<file path="config.mk">
export PLATFORM = sky130hd
export DESIGN_NAME = arb_prio_lock8
export DESIGN_NICKNAME = d
export VERILOG_FILES = /design/src/rtl/arb_prio_lock8.sv
export SDC_FILE = /design/constraint.sdc
export NUM_CORES = 1
export LEC_CHECK = 0
export BUFFER_PORTS_ARGS = -buffer_cell sky130_fd_sc_hd__clkbuf_2
export CAP_MARGIN = 5
export CORE_MARGIN = 4
export CORE_UTILIZATION = 55
export CTS_BUF_LIST = sky130_fd_sc_hd__clkbuf_16
export DETAILED_ROUTE_END_ITERATION = 8
export GPL_TIMING_DRIVEN = 0
export PLACE_DENSITY = 0.77
export SLEW_MARGIN = 20
export SYNTH_ARGS = -nofsm -noshare
export SYNTH_HDL_FRONTEND = slang
export SYNTH_SLANG_ARGS = --single-unit
</file>
<file path="constraint.sdc">
create_clock -name clk -period 9.5 [get_ports clk]
set_input_delay 0.475 -clock clk [delete_from_list [all_inputs] [get_ports clk]]
set_output_delay 0.475 -clock clk [all_outputs]
set_load 0.1 [all_outputs]
</file>
<file path="src/rtl/arb_prio_lock8.sv">
// Eight-requester arbiter with a registered, locked grant.
// Supports fixed priority (bit 7 highest) or round-robin selection, plus an optional hold timeout.
//
// state   | meaning
// --------+----------------------------------------------------------
// IDLE    | no owner; arbitrates when enabled and any request is set
// BUSY    | grant held by gnt_id; hold_cnt counts the cycles of ownership
// RELEASE | one bus-turnaround cycle with gnt=0; timeout pulses here
module arb_prio_lock8 #(
    parameter int HOLD_MAX = 16,
    parameter int CW       = 5
) (
    input  logic       clk,
    input  logic       rst,
    input  logic       en,
    input  logic       rr_mode,
    input  logic [7:0] req,
    output logic [7:0] gnt,
    output logic [2:0] gnt_id,
    output logic       gnt_vld,
    output logic       timeout
);

    typedef enum logic [1:0] {
        IDLE    = 2'd0,
        BUSY    = 2'd1,
        RELEASE = 2'd2
    } state_t;

    localparam bit             HOLD_EN   = (HOLD_MAX != 0);
    localparam logic [CW-1:0]  HOLD_LAST = HOLD_EN ? CW'(HOLD_MAX - 1) : '0;

    state_t        state;
    logic [2:0]    last_id;
    logic [CW-1:0] hold_cnt;

    logic [2:0] base;
    logic [7:0] rot;
    logic [2:0] pos;
    logic [2:0] winner;
    logic       req_any;
    logic       owner_req;

    // Fixed mode is round-robin with the base pinned to 0. That gives the search order 7,6,...,0.
    assign base = rr_mode ? last_id : 3'd0;

    // rot[k] holds the requester that is k-th in the search order. The search starts at base-1.
    always_comb begin
        rot = '0;
        for (int k = 0; k < 8; k++) begin
            rot[k] = req[3'(base - 3'd1 - 3'(k))];
        end
    end

    always_comb begin
        pos = '0;
        for (int k = 7; k >= 0; k--) begin
            if (rot[k]) begin
                pos = 3'(k);
            end
        end
    end

    assign winner    = 3'(base - 3'd1 - pos);
    assign req_any   = |req;
    assign owner_req = req[gnt_id];

    always_ff @(posedge clk) begin
        if (rst) begin
            state    <= IDLE;
            gnt      <= '0;
            gnt_id   <= '0;
            gnt_vld  <= 1'b0;
            timeout  <= 1'b0;
            last_id  <= '0;
            hold_cnt <= '0;
        end else begin
            case (state)
                IDLE: begin
                    timeout <= 1'b0;
                    if (en && req_any) begin
                        state    <= BUSY;
                        gnt      <= 8'd1 << winner;
                        gnt_id   <= winner;
                        gnt_vld  <= 1'b1;
                        last_id  <= winner;
                        hold_cnt <= '0;
                    end
                end
                BUSY: begin
                    // The conditions are checked in this order: request drop, then timeout, then disable.
                    if (!owner_req) begin
                        state   <= RELEASE;
                        gnt     <= '0;
                        gnt_id  <= '0;
                        gnt_vld <= 1'b0;
                    end else if (HOLD_EN && (hold_cnt == HOLD_LAST)) begin
                        state   <= RELEASE;
                        gnt     <= '0;
                        gnt_id  <= '0;
                        gnt_vld <= 1'b0;
                        timeout <= 1'b1;
                    end else if (!en) begin
                        state   <= IDLE;
                        gnt     <= '0;
                        gnt_id  <= '0;
                        gnt_vld <= 1'b0;
                    end else begin
                        hold_cnt <= hold_cnt + CW'(1);
                    end
                end
                RELEASE: begin
                    state   <= IDLE;
                    timeout <= 1'b0;
                end
                default: begin
                    state   <= IDLE;
                    gnt     <= '0;
                    gnt_id  <= '0;
                    gnt_vld <= 1'b0;
                    timeout <= 1'b0;
                end
            endcase
        end
    end

endmodule

</file>
# [Word-level counts from Yosys, hierarchy flattened]
# Cells that the tools add are included.
[word_totals] input_bits=12 out_inout_bits=13 register_bits=23 wordCells=99
[op_classes] shifts=1 bitwise=2 magnitude_cmp=9 reduce_logical=10 add_sub_neg=10 eq_ne=8 muxes=52
[ops] operator="2-to-1 mux 3 bit" count=13
[ops] operator="< comparator 3 x 4 -> 1 bit, second input constant" count=9
[ops] operator="2-to-1 mux 8 bit" count=4
[ops] operator="binary-select mux 1 bit (select 3 bit)" count=9
[ops] operator="case mux 8 bit (3 select lines)" count=1
[ops] operator="2-to-1 mux 5 bit" count=4
[ops] operator="2-to-1 mux 1 bit" count=13
[ops] operator="subtractor 3 bit, second input constant" count=4
[ops] operator="case mux 5 bit (2 select lines)" count=1
[ops] operator="case mux 3 bit (3 select lines)" count=1
[ops] operator="2-to-1 mux 2 bit" count=4
[ops] operator="inequality test 2 bit, second input constant" count=4
[ops] operator="OR reduction 8 bit" count=1
[ops] operator="<< shifter 1 x 3 -> 8 bit, first input constant" count=1
[ops] operator="AND reduction 2 bit" count=3
[ops] operator="subtractor 3 x 1 -> 3 bit, second input constant" count=2
[ops] operator="subtractor 3 x 2 -> 3 bit, second input constant" count=2
[ops] operator="adder 5 x 1 -> 5 bit, second input constant" count=1
[ops] operator="equality test 5 x 4 -> 1 bit, second input constant" count=1
[ops] operator="AND reduction 5 bit" count=1
[ops] operator="inequality test 4 bit, second input constant" count=1
[ops] operator="case mux 2 bit (2 select lines)" count=1
[ops] operator="case mux 1 bit (3 select lines)" count=1
[ops] operator="AND reduction 3 bit" count=1
[ops] operator="8 further kinds" count=9

# [Longest topological paths before layout]
# Gate-level depths: netlist of run 1.
[logic_depth] ltp_word=17 mapped_depth=14 ltp_nobuf=13

# [Least setup slack after synthesis of run 1]
# Ideal clock, no wire load.
[synth_path] path_type="reg-to-reg" from="reg last_id[1]" to="reg gnt[7]" stages_incl_launch_ff=13 path_slack_ps=5482 period_less_slack_ps=4018 setup_time_ps=74 arrival_ps=3944 n_path_buf=1 required_ps=9426 cell_sequence="dfxtp_1 > clkbuf_1 > nand2_1 > ha_1 > xnor2_4 > mux4_2 > a21bo_2 > and3_1 > o41a_1 > ha_1 > fa_1 > or4_1 > o21ai_0"
[synth_via] elab_chain_cells=17 word_cells_on_any_way=37 cone_classes="9 x add/sub; 1 x shift; 27 x mux"
[synth_lines] element="start, declared" line_no="34" source="logic [2:0] last_id;"
[synth_lines] element="start signal, assigned" line_no="86" source="last_id <= winner;"
[synth_lines] element="2-to-1 mux 3 bit *" line_no="45" source="assign base = rr_mode ? last_id : 3'd0;"
[synth_lines] element="subtractor 3 x 1 -> 3 bit *" line_no="51, 64"
[synth_lines] element="subtractor 3 bit" line_no="51" source="rot[k] = req[3'(base - 3'd1 - 3'(k))];"
[synth_lines] element="binary-select mux 1 bit (select 3 bit)" line_no="51"
[synth_lines] element="2-to-1 mux 1 bit (implied by the code)" line_no="51"
[synth_lines] element="2-to-1 mux 3 bit (8 in a row)" line_no="58" source="if (rot[k]) begin"
[synth_lines] element="subtractor 3 bit *" line_no="64" source="assign winner = 3'(base - 3'd1 - pos);"
[synth_lines] element="<< shifter 1 x 3 -> 8 bit *" line_no="83" source="gnt <= 8'd1 << winner;"
[synth_lines] element="2-to-1 mux 8 bit *" line_no="81" source="if (en && req_any) begin"
[synth_lines] element="case mux 8 bit (3 select lines) *" line_no="78" source="case (state)"
[synth_lines] element="end signal, assigned" line_no="83"
[synth_lines] element="end, declared" line_no="18" source="output logic [7:0] gnt,"
# Mark *: on every way between the ends. The rest lies on a longest branch, timed or not. The select of a mux whose other input is x is not followed.
# A chain may end at the register's enable or synchronous reset.

# [Final worst setup path of run 1]
# Same ends and word-level chain as after synthesis.

==> results of run 1 <==
==> worst max-delay path, stage by stage (launching register included) <==
cell	delay (ns)
dfxtp_1	0.32
clkbuf_1	0.37
nand2_1	0.28
ha_1	0.34
xnor3_1	0.48
mux2i_1	0.35
a21bo_2	0.26
and3_1	0.16
o41a_1	0.36
ha_1	0.20
fa_1	0.52
or4_1	0.57
o21ai_0	0.15
==> final cells by class <==
| cell class | instances | area (µm²) | share of cell area (%) |
|---|---|---|---|
| Inverter | 3 | 11.3 | 0.604 |
| Multi-Input combinational cell | 136 | 1120 | 59.9 |
| Sequential cell | 23 | 460 | 24.7 |
| Clock inverter | 1 | 5.00 | 0.268 |
| Clock buffer | 3 | 75.1 | 4.03 |
| Timing Repair Buffer | 23 | 115 | 6.17 |
| Buffer | 6 | 41.3 | 2.21 |
| Tap cell | 31 | 38.8 | 2.08 |
==> registers in the layout, indices dropped and copies added, names as in the netlist <==
| signal | flops |
|---|---|
| last_id | 3 |
| hold_cnt | 5 |
| gnt_id | 3 |
| gnt | 8 |
| gnt_vld | 1 |
| timeout | 1 |
| state | 2 |
==> power by group through the flow <==
stage / combinational [µW] / sequential, µW / clock, µW
after global routing: 242 / 118 / 96.1
after detailed placement: 223 / 119 / 0
after CTS: 225 / 117 / 91.4
final: 225 / 117 / 89.3
after global placement: 217 / 118 / 0
after floorplan: 125 / 176 / 0
==> stage by stage <==
stage / instance area [µm²] / instances
CTS: 1860 / 226
finish: 1860 / 226
global route: 1860 / 226
global placement: 1780 / 222
floorplan: 1630 / 168
detailed placement: 1780 / 222
==> metal layers <==
| metal | up-vias | GRT usage, % | wire (µm) |
|---|---|---|---|
| met5 | - | 0 | 0 |
| met2 | 66 | 33.3 | 1780 |
| met3 | 4 | 4.86 | 320 |
| li1 | 688 | - | - |
| met1 | 672 | 25.9 | 1590 |
| met4 | 0 | 3.58 | 17 |
==> worst paths after layout <==
check / to / cells after the start
min reg2reg: gnt[3] / 2
max reg2reg: gnt[7] / 12
max: gnt[7] / 12
min: gnt[3] / 2
==> cells by family (layout without fill, tap and decap cells) <==
kind of cell	after synthesis	count (layout)	share of synthesized area, %
AO/OA/AOI/OAI	40	40	17.3
XOR/XNOR	5	5	5.60
adder cells (fa/ha/maj)	6	6	5.07
multiplexers	21	21	20.0
AND/OR/NAND/NOR	64	64	20.6
flip-flops	23	23	28.2
buffers and inverters	9	36	3.22
==> cell usage in the layout (no fill, tap or decap), types with 4 or more instances in the layout <==
| cell | n |
|---|---|
| dfxtp_1 | 23 |
| clkbuf_2 | 23 |
| nor2_1 | 18 |
| nand2_1 | 14 |
| mux2i_1 | 12 |
| o21ai_0 | 9 |
| a21oi_1 | 8 |
| nand3b_1 | 5 |
| nand3_1 | 5 |
| ha_1 | 5 |
| clkbuf_1 | 4 |
| mux4_1 | 4 |
| mux4_2 | 4 |
==> results_dict.tcl, run 1 <==
set metrics [dict create \
    drc 0 \
    dp_hpwl_um 2880 \
    slew_headroom_pct 35.6 \
    vias 1430 \
    cts_tree "yes" \
    area_delta_synth_final_pct 14.4 \
    synth_edf_count 0 \
    p_total_uw 431 \
    async_flop_share_pct 0 \
    cp-end-kind "flop" \
    postSynthAreaPerCell_um2 9.70 \
    top_level_ports 25 \
    clk_pin_slew_ns 0.06 \
    cts.root.buffer_cell "clkbuf_16" \
    crit_fanout 10 \
    fp.dieArea_um2 3900 \
    skew_ns 0.00185 \
    drt-wirelength-per-cell_um 16.4 \
    num_rows 19 \
    yosys.area.top_type "dfxtp_1" \
    nFillCells 233 \
    cts_setup_buffers 0 \
    numClockSinks 23 \
    synth_nets 186 \
    wl_um 3710 \
    clockBufferDepth 2 \
    drive_gt1_share_pct 23.6 \
    status "finished clean" \
    cts_made_buffers 3 \
    insertion_delay_ns 0.25 \
    grt_max_degree 14 \
    die_h_um 62.4 \
    synthFlopType "dfxtp_1" \
    combinationalPowerShare_pct 52.2 \
    first_iter_violations 83 \
    tightest_slew_ns 0.964 \
    core_um2 2810 \
    grt_usage_pct 19.8 \
    synth_area_leaders "dfxtp_1 (28%), mux2i_1 (7.4%), mux4_1 (6.4%), mux4_2 (5.5%), nor2_1 (4.1%)" \
    start_kind "flop" \
    antenna_found_initial 0 \
    synth-seq-cells 23 \
    arrival_ns 4.62 \
    cellPowerDensity_nw_per_um2 231 \
    grt_pass1_wl_um 6400 \
    synthDistinctLibCells 48 \
    hold_buffers 0 \
    ys_top_cells_by_count "dfxtp_1 (23), nor2_1 (18), nand2_1 (14)" \
    critPathLaunch "last_id[1]" \
    critPathKind "reg2reg" \
    yosysWarnings 0 \
    critical_path_required_ns 9.68 \
    min_period_ns 4.43 \
    hold_slack_ns 0.442 \
    maxCapViolCount 0 \
    post_cts_resize_count 0 \
    clkPwrFrac_pct 20.7 \
    fmax_mhz 226 \
    vias_per_cell 6.33 \
    rrSetupSlack_ns 5.07 \
    pwr-share-seq_pct 27.1 \
    layout_setup_ws_ns 5.07 \
    grt-ovfl-total 0 \
    min_from "gnt[3]" \
    post-route-util_pct 66.5 \
    hold_viol 0 \
    tns_ns 0 \
    place_congestion 0.818 \
    r2r_start "last_id[1]" \
    finalMaxSlewViolations 0 \
    cellLeakagePower_uw 0.000799 \
    finalSetupViolCount 0 \
    start_util_pct 58.1 \
    power_switching_share_pct 43.9 \
    p_int_uw 242 \
    htreeDepth 1 \
    diodes 0 \
    switching_power_uw 190 \
    yosysMostFrequentCell "dfxtp_1" \
    first_pass_iters 5 \
    rsz0062_at_grt "false" \
    hp-class "reg2reg" \
    yosysTopAreaCellShare_pct 28.2 \
    dp_slack_ns 5.07 \
    grt_pass1_vias 1362 \
    peakVddDrop_uv 146 \
    syn-cell-area_um2 1630 \
    detail-route-antenna-nets 0 \
    synthCells 168 \
    finalCritPeriodShare_pct 46.7 \
    ys_seq_area_share_pct 28.2 \
    die_w_um 62.4 \
    port_buffers 23 \
    layout.nets 214 \
]
Power figures use the tool's default switching activity.
==> run 2, diff against run 1 <==
Settings changed: ABC_AREA from default to 1, CORE_UTILIZATION 55 to 52, PLACE_DENSITY 0.77 to 0.75.
Clock period 9.5 ns to 3.8 ns, I/O delays scaled along.
==> results_dict.tcl, run 2 <==
set metrics [dict create \
    yosysMostFrequentCell "nand2_1" \
    ys_top_cells_by_count "nand2_1 (88), nand3_1 (49), inv_1 (32)" \
    fp.dieArea_um2 4600 \
    finalCritPeriodShare_pct 90.9 \
    syn-cell-area_um2 1860 \
    min_period_ns 3.45 \
    grt_pass1_vias 1704 \
    p_total_uw 1270 \
    hold_depth 2 \
    rsz0062_at_grt "false" \
    insertion_delay_ns 0.26 \
    synth_nets 309 \
    start_util_pct 54.9 \
    cp_top_family "adder cells" \
    place_congestion 0.895 \
    vias_per_cell 5.23 \
    numClockSinks 23 \
    pwr-share-seq_pct 24.3 \
    layout.nets 336 \
    cp_num_buf_inv 4 \
    status "finished clean" \
    layout_setup_ws_ns 0.346 \
    cts_made_buffers 3 \
    drt-wirelength-per-cell_um 11.4 \
    ys_seq_area_share_pct 24.8 \
    core_um2 3390 \
    mostFrequentLayoutCells "nand2_1 (88), nand3_1 (49), inv_1 (32), dfxtp_1 (22), clkbuf_2 (22)" \
    top_level_ports 25 \
    synth_edf_count 0 \
    grt_pass1_wl_um 7110 \
    yosysWarnings 0 \
    crit_fanout 10 \
    critPathKind "reg2reg" \
    die_h_um 67.8 \
    finalMaxSlewViolations 0 \
    rrSetupSlack_ns 0.35 \
    first_iter_violations 106 \
    p_int_uw 627 \
    combinationalPowerShare_pct 57.9 \
    hold_viol 0 \
    vias 1900 \
    synth-seq-cells 23 \
    wl_um 4130 \
    post-route-util_pct 62.4 \
    diodes 0 \
    async_flop_share_pct 0 \
    first_pass_iters 4 \
    grt_usage_pct 19.9 \
    switching_power_uw 640 \
    grt_max_degree 14 \
    port_buffers 22 \
    die_w_um 67.8 \
    maxCapViolCount 0 \
    synthFlopType "dfxtp_1" \
    synthDistinctLibCells 30 \
    cellPowerDensity_nw_per_um2 599 \
    arrival_ns 3.64 \
    finalSetupViolCount 0 \
    cts_tree "yes" \
    tightest_slew_ns 0.549 \
    area_delta_synth_final_pct 13.8 \
    min_from "rst" \
    yosys.area.top_type "dfxtp_1" \
    power_switching_share_pct 50.5 \
    layout_commonest_cell "nand2_1" \
    peakVddDrop_uv 394 \
    htreeDepth 1 \
    slew_headroom_pct 63.6 \
    cp-end-kind "flop" \
    regMostFlops "gnt" \
    hold_buffers 0 \
    hp-class "in2reg" \
    dp_slack_ns 0.214 \
    stdcell_area_um2 2120 \
    synthCells 291 \
    num_rows 21 \
    cellLeakagePower_uw 0.00103 \
    drive_gt1_share_pct 21.5 \
    clockBufferDepth 2 \
    r2r_start "last_id[0]" \
    largest_reg_flops 8 \
    drc 0 \
    clk_pin_slew_ns 0.06 \
    fmax_mhz 290 \
    start_kind "flop" \
    antenna_found_initial 0 \
    clkPwrFrac_pct 17.8 \
    synth_area_leaders "dfxtp_1 (25%), nand2_1 (18%), nand3_1 (13%), inv_1 (6.5%), a21oi_1 (5.4%)" \
    postSynthAreaPerCell_um2 6.39 \
    grt-ovfl-total 0 \
    detail-route-antenna-nets 0 \
    r2r_cells 18 \
    critPathMaxStageDelay_ns 0.46 \
    tns_ns 0 \
    yosysTopAreaCellShare_pct 24.8 \
    holdPathEnd "gnt_id[2]" \
    nFillCells 308 \
    biggestRegsByFlops "gnt x8, hold_cnt x5" \
    r2r_end "gnt[2]" \
    critPathSlowestCell "fa_1" \
    critical_path_required_ns 3.98 \
    skew_ns 0.00394 \
    cts.root.buffer_cell "clkbuf_16" \
    place_area_um2 2030 \
    crit_chain "nand2_4 -> buf_6 -> ha_1 -> buf_2 -> inv_1 -> nand3_1 -> nand3_1 -> nand2_1 -> o21ai_0 -> nand2_1 -> a21boi_0 -> ha_1 -> fa_1 -> inv_1 -> nand2_1 -> nor2_1 -> nand3_1 -> a21oi_1" \
    dp_hpwl_um 3280 \
]
-- run 2: cell types whose count changed after synthesis, moves of 7 or more --
cell	previous run	this run
a21oi_1	8	20
inv_1	3	32
mux2i_1	12	0
nand2_1	14	88
nand2_2	1	10
nand2_4	0	7
nand3_1	5	49
-- run 2: what timing repair did --
| action | in CTS | in global routing |
|---|---|---|
| buffers inserted | 0 | 0 |
| resized for setup | 0 | 2 |
| endpoints found under the setup margin | 0 | 10 |
-- run 2: kinds of logic (layout without fill, tap and decap cells) --
| group | Yosys count | after routing | synth area share, % |
|---|---|---|---|
| simple gates | 182 | 182 | 48.9 |
| fa+ha+maj | 6 | 6 | 4.44 |
| compound gates | 36 | 36 | 10.8 |
| flops | 23 | 23 | 24.8 |
| xor+xnor | 1 | 1 | 0.471 |
| buf+inv | 43 | 69 | 10.6 |
-- run 2: worst max path at each step --
stage	start	endpoint	slack (ns)	depth (start not counted)
6_report	last_id[0]	gnt[2]	0.35	18
4_1_cts	last_id[0]	gnt[7]	0.20	20
3_5_place_dp	last_id[0]	gnt[7]	0.21	20
3_3_place_gp	last_id[0]	gnt[4]	0.27	20
5_1_grt	last_id[0]	gnt[2]	0.01	18
2_1_floorplan	last_id[0]	gnt_id[2]	0.54	20
-- run 2: layout make-up --
type | instances | area (µm²) | area share (%)
buffer | 9 | 70.1 | 3.31
clock buffer | 3 | 75.1 | 3.55
clock inverter | 1 | 5.00 | 0.237
inverter | 34 | 128 | 6.03
multi-input combinational | 225 | 1210 | 57.1
sequential | 23 | 462 | 21.8
tap | 46 | 57.6 | 2.72
timing repair buffer | 22 | 110 | 5.20
-- run 2: per-layer routing --
metal | wire length, µm | GRT usage, % | vias up
li1 | - | - | 995
met1 | 2000 | 25.6 | 861
met2 | 1910 | 32.9 | 36
met3 | 129 | 2.33 | 8
met4 | 93 | 9.18 | 0
met5 | 0 | 0 | -
-- run 2: power by group through the flow --
stage	clock network (µW)	registers, µW	logic [µW]
after floorplan	0	466	449
after global placement	0	311	716
after detailed placement	0	312	724
after CTS	228	307	729
after global routing	234	314	811
final	226	308	734
-- run 2: through the flow --
step | hold slack [ns] | std cells
floorplan | 0.452 | 291
global placement | 0.438 | 359
detailed placement | 0.447 | 359
CTS | 0.326 | 363
global route | 0.353 | 363
finish | 0.320 | 363
==> run 3, diff against run 2 <==
Settings changed: RECOVER_POWER from default to 50.
==> results_dict.tcl, run 3 (synthesis results as in run 2) <==
set metrics [dict create \
    htreeDepth 1 \
    hold_slack_ns 0.322 \
    layout_commonest_cell "nand2_1" \
    vias 1895 \
    arrival_ns 3.64 \
    use_met1_pct 25.6 \
    crit_fanout 10 \
    largest_reg_flops 8 \
    peakVddDrop_uv 394 \
    slew_headroom_pct 22.0 \
    start_util_pct 54.9 \
    critPathKind "reg2reg" \
    min_period_ns 3.46 \
    skew_ns 0.00510 \
    cellLeakagePower_uw 0.000983 \
    antenna_found_initial 0 \
    hold_buffers 0 \
    r2r_cells 18 \
    maxCapViolCount 0 \
    start_kind "flop" \
    finalCritPeriodShare_pct 91.1 \
    grt-busiest-layer "met2" \
    cts_made_buffers 3 \
    diodes 0 \
    first_pass_iters 4 \
    cts.root.buffer_cell "clkbuf_16" \
    dp.cells 359 \
    detail-route-antenna-nets 0 \
    core_um2 3390 \
    p_total_uw 1260 \
    cellPowerDensity_nw_per_um2 601 \
    grt_pass1_wl_um 7110 \
    grt_max_degree 14 \
    dp_hpwl_um 3280 \
    critical_path_required_ns 3.98 \
    use_met3_pct 2.33 \
    finalMaxSlewViolations 0 \
    cts_tree "yes" \
    die_w_um 67.8 \
    clk_pin_slew_ns 0.06 \
    port_buffers 22 \
    use_met2_pct 32.9 \
    vias_per_cell 5.22 \
    num_rows 21 \
    die_h_um 67.8 \
    status "finished clean" \
    grt_pass1_vias 1704 \
    mostFrequentLayoutCells "nand2_1 (88), nand3_1 (49), inv_1 (32), dfxtp_1 (22), a21oi_1 (20)" \
    layout.cells.non_filler 363 \
    rsz0062_at_grt "false" \
    tightest_slew_ns 1.17 \
    post_cts_resize_count 0 \
    insertion_delay_ns 0.26 \
    hold_depth 2 \
    hold_viol 0 \
    layout.nets 336 \
    drive_gt1_share_pct 17.4 \
    regMostFlops "gnt" \
    hp-class "in2reg" \
    drc 0 \
    top_level_ports 25 \
    cp-end-kind "flop" \
    finalSetupViolCount 0 \
    area_delta_synth_final_pct 12.9 \
    grt-ovfl-total 0 \
    fmax_mhz 289 \
    wl_um 4140 \
    grt_usage_pct 19.9 \
    biggestRegsByFlops "gnt x8, hold_cnt x5" \
    fp.dieArea_um2 4600 \
    cts_setup_buffers 0 \
    drt-wirelength-per-cell_um 11.4 \
    first_iter_violations 117 \
    place_congestion 0.895 \
    tns_ns 0 \
    numClockSinks 23 \
    clockBufferDepth 2 \
]
==> run 3: worst max-delay path: stages, from the launching register on <==
cell	delay [ns]
dfxtp_2	0.40
nand2_4	0.08
buf_6	0.16
ha_1	0.33
buf_2	0.19
inv_1	0.20
nand3_1	0.14
nand3_1	0.11
nand2_1	0.09
o21ai_0	0.17
nand2_1	0.06
a21boi_0	0.19
ha_1	0.19
fa_1	0.46
inv_1	0.10
nand2_1	0.09
nor2_1	0.18
nand3_1	0.10
a21oi_1	0.14
==> run 3: final timing paths <==
path / slack [ns] / endpoint / start
max: 0.34 / gnt[2] / last_id[0]
min: 0.32 / gnt_id[2] / rst
max reg2reg: 0.34 / gnt[2] / last_id[0]
min reg2reg: 0.46 / gnt[0] / gnt[0]
==> run 3: final cells by class <==
cell class,count,area (µm²)
clock inverters,1,5.00
repair buffers,22,93.8
inverters,34,128
fillers,315,1290
plain buffers,9,70.1
flip-flops and latches,23,462
well taps,46,57.6
multi-input cells,225,1210
clock buffers,3,75.1
==> run 3: stage by stage <==
step	area (µm²)	worst slack (ns)	utilization, %
floorplan	1860	0.541	-
global placement	2030	0.270	59.8
detailed placement	2030	0.214	59.8
CTS	2110	0.200	62.2
global route	2100	0.0109	61.9
finish	2100	0.340	61.9
==> run 3: per-layer routing <==
layer  part of all wire, %  up-vias
li1                      -      998
met1                    48      850
met2                    46       39
met3                   3.6        8
met4                   2.2        0
met5                     0        -
==> run 3: power breakdown <==
| part | internal [µW] | switching [µW] |
|---|---|---|
| Combinational | 204 | 525 |
| Clock | 141 | 85.0 |
| Sequential | 277 | 30.7 |
| Total | 622 | 641 |
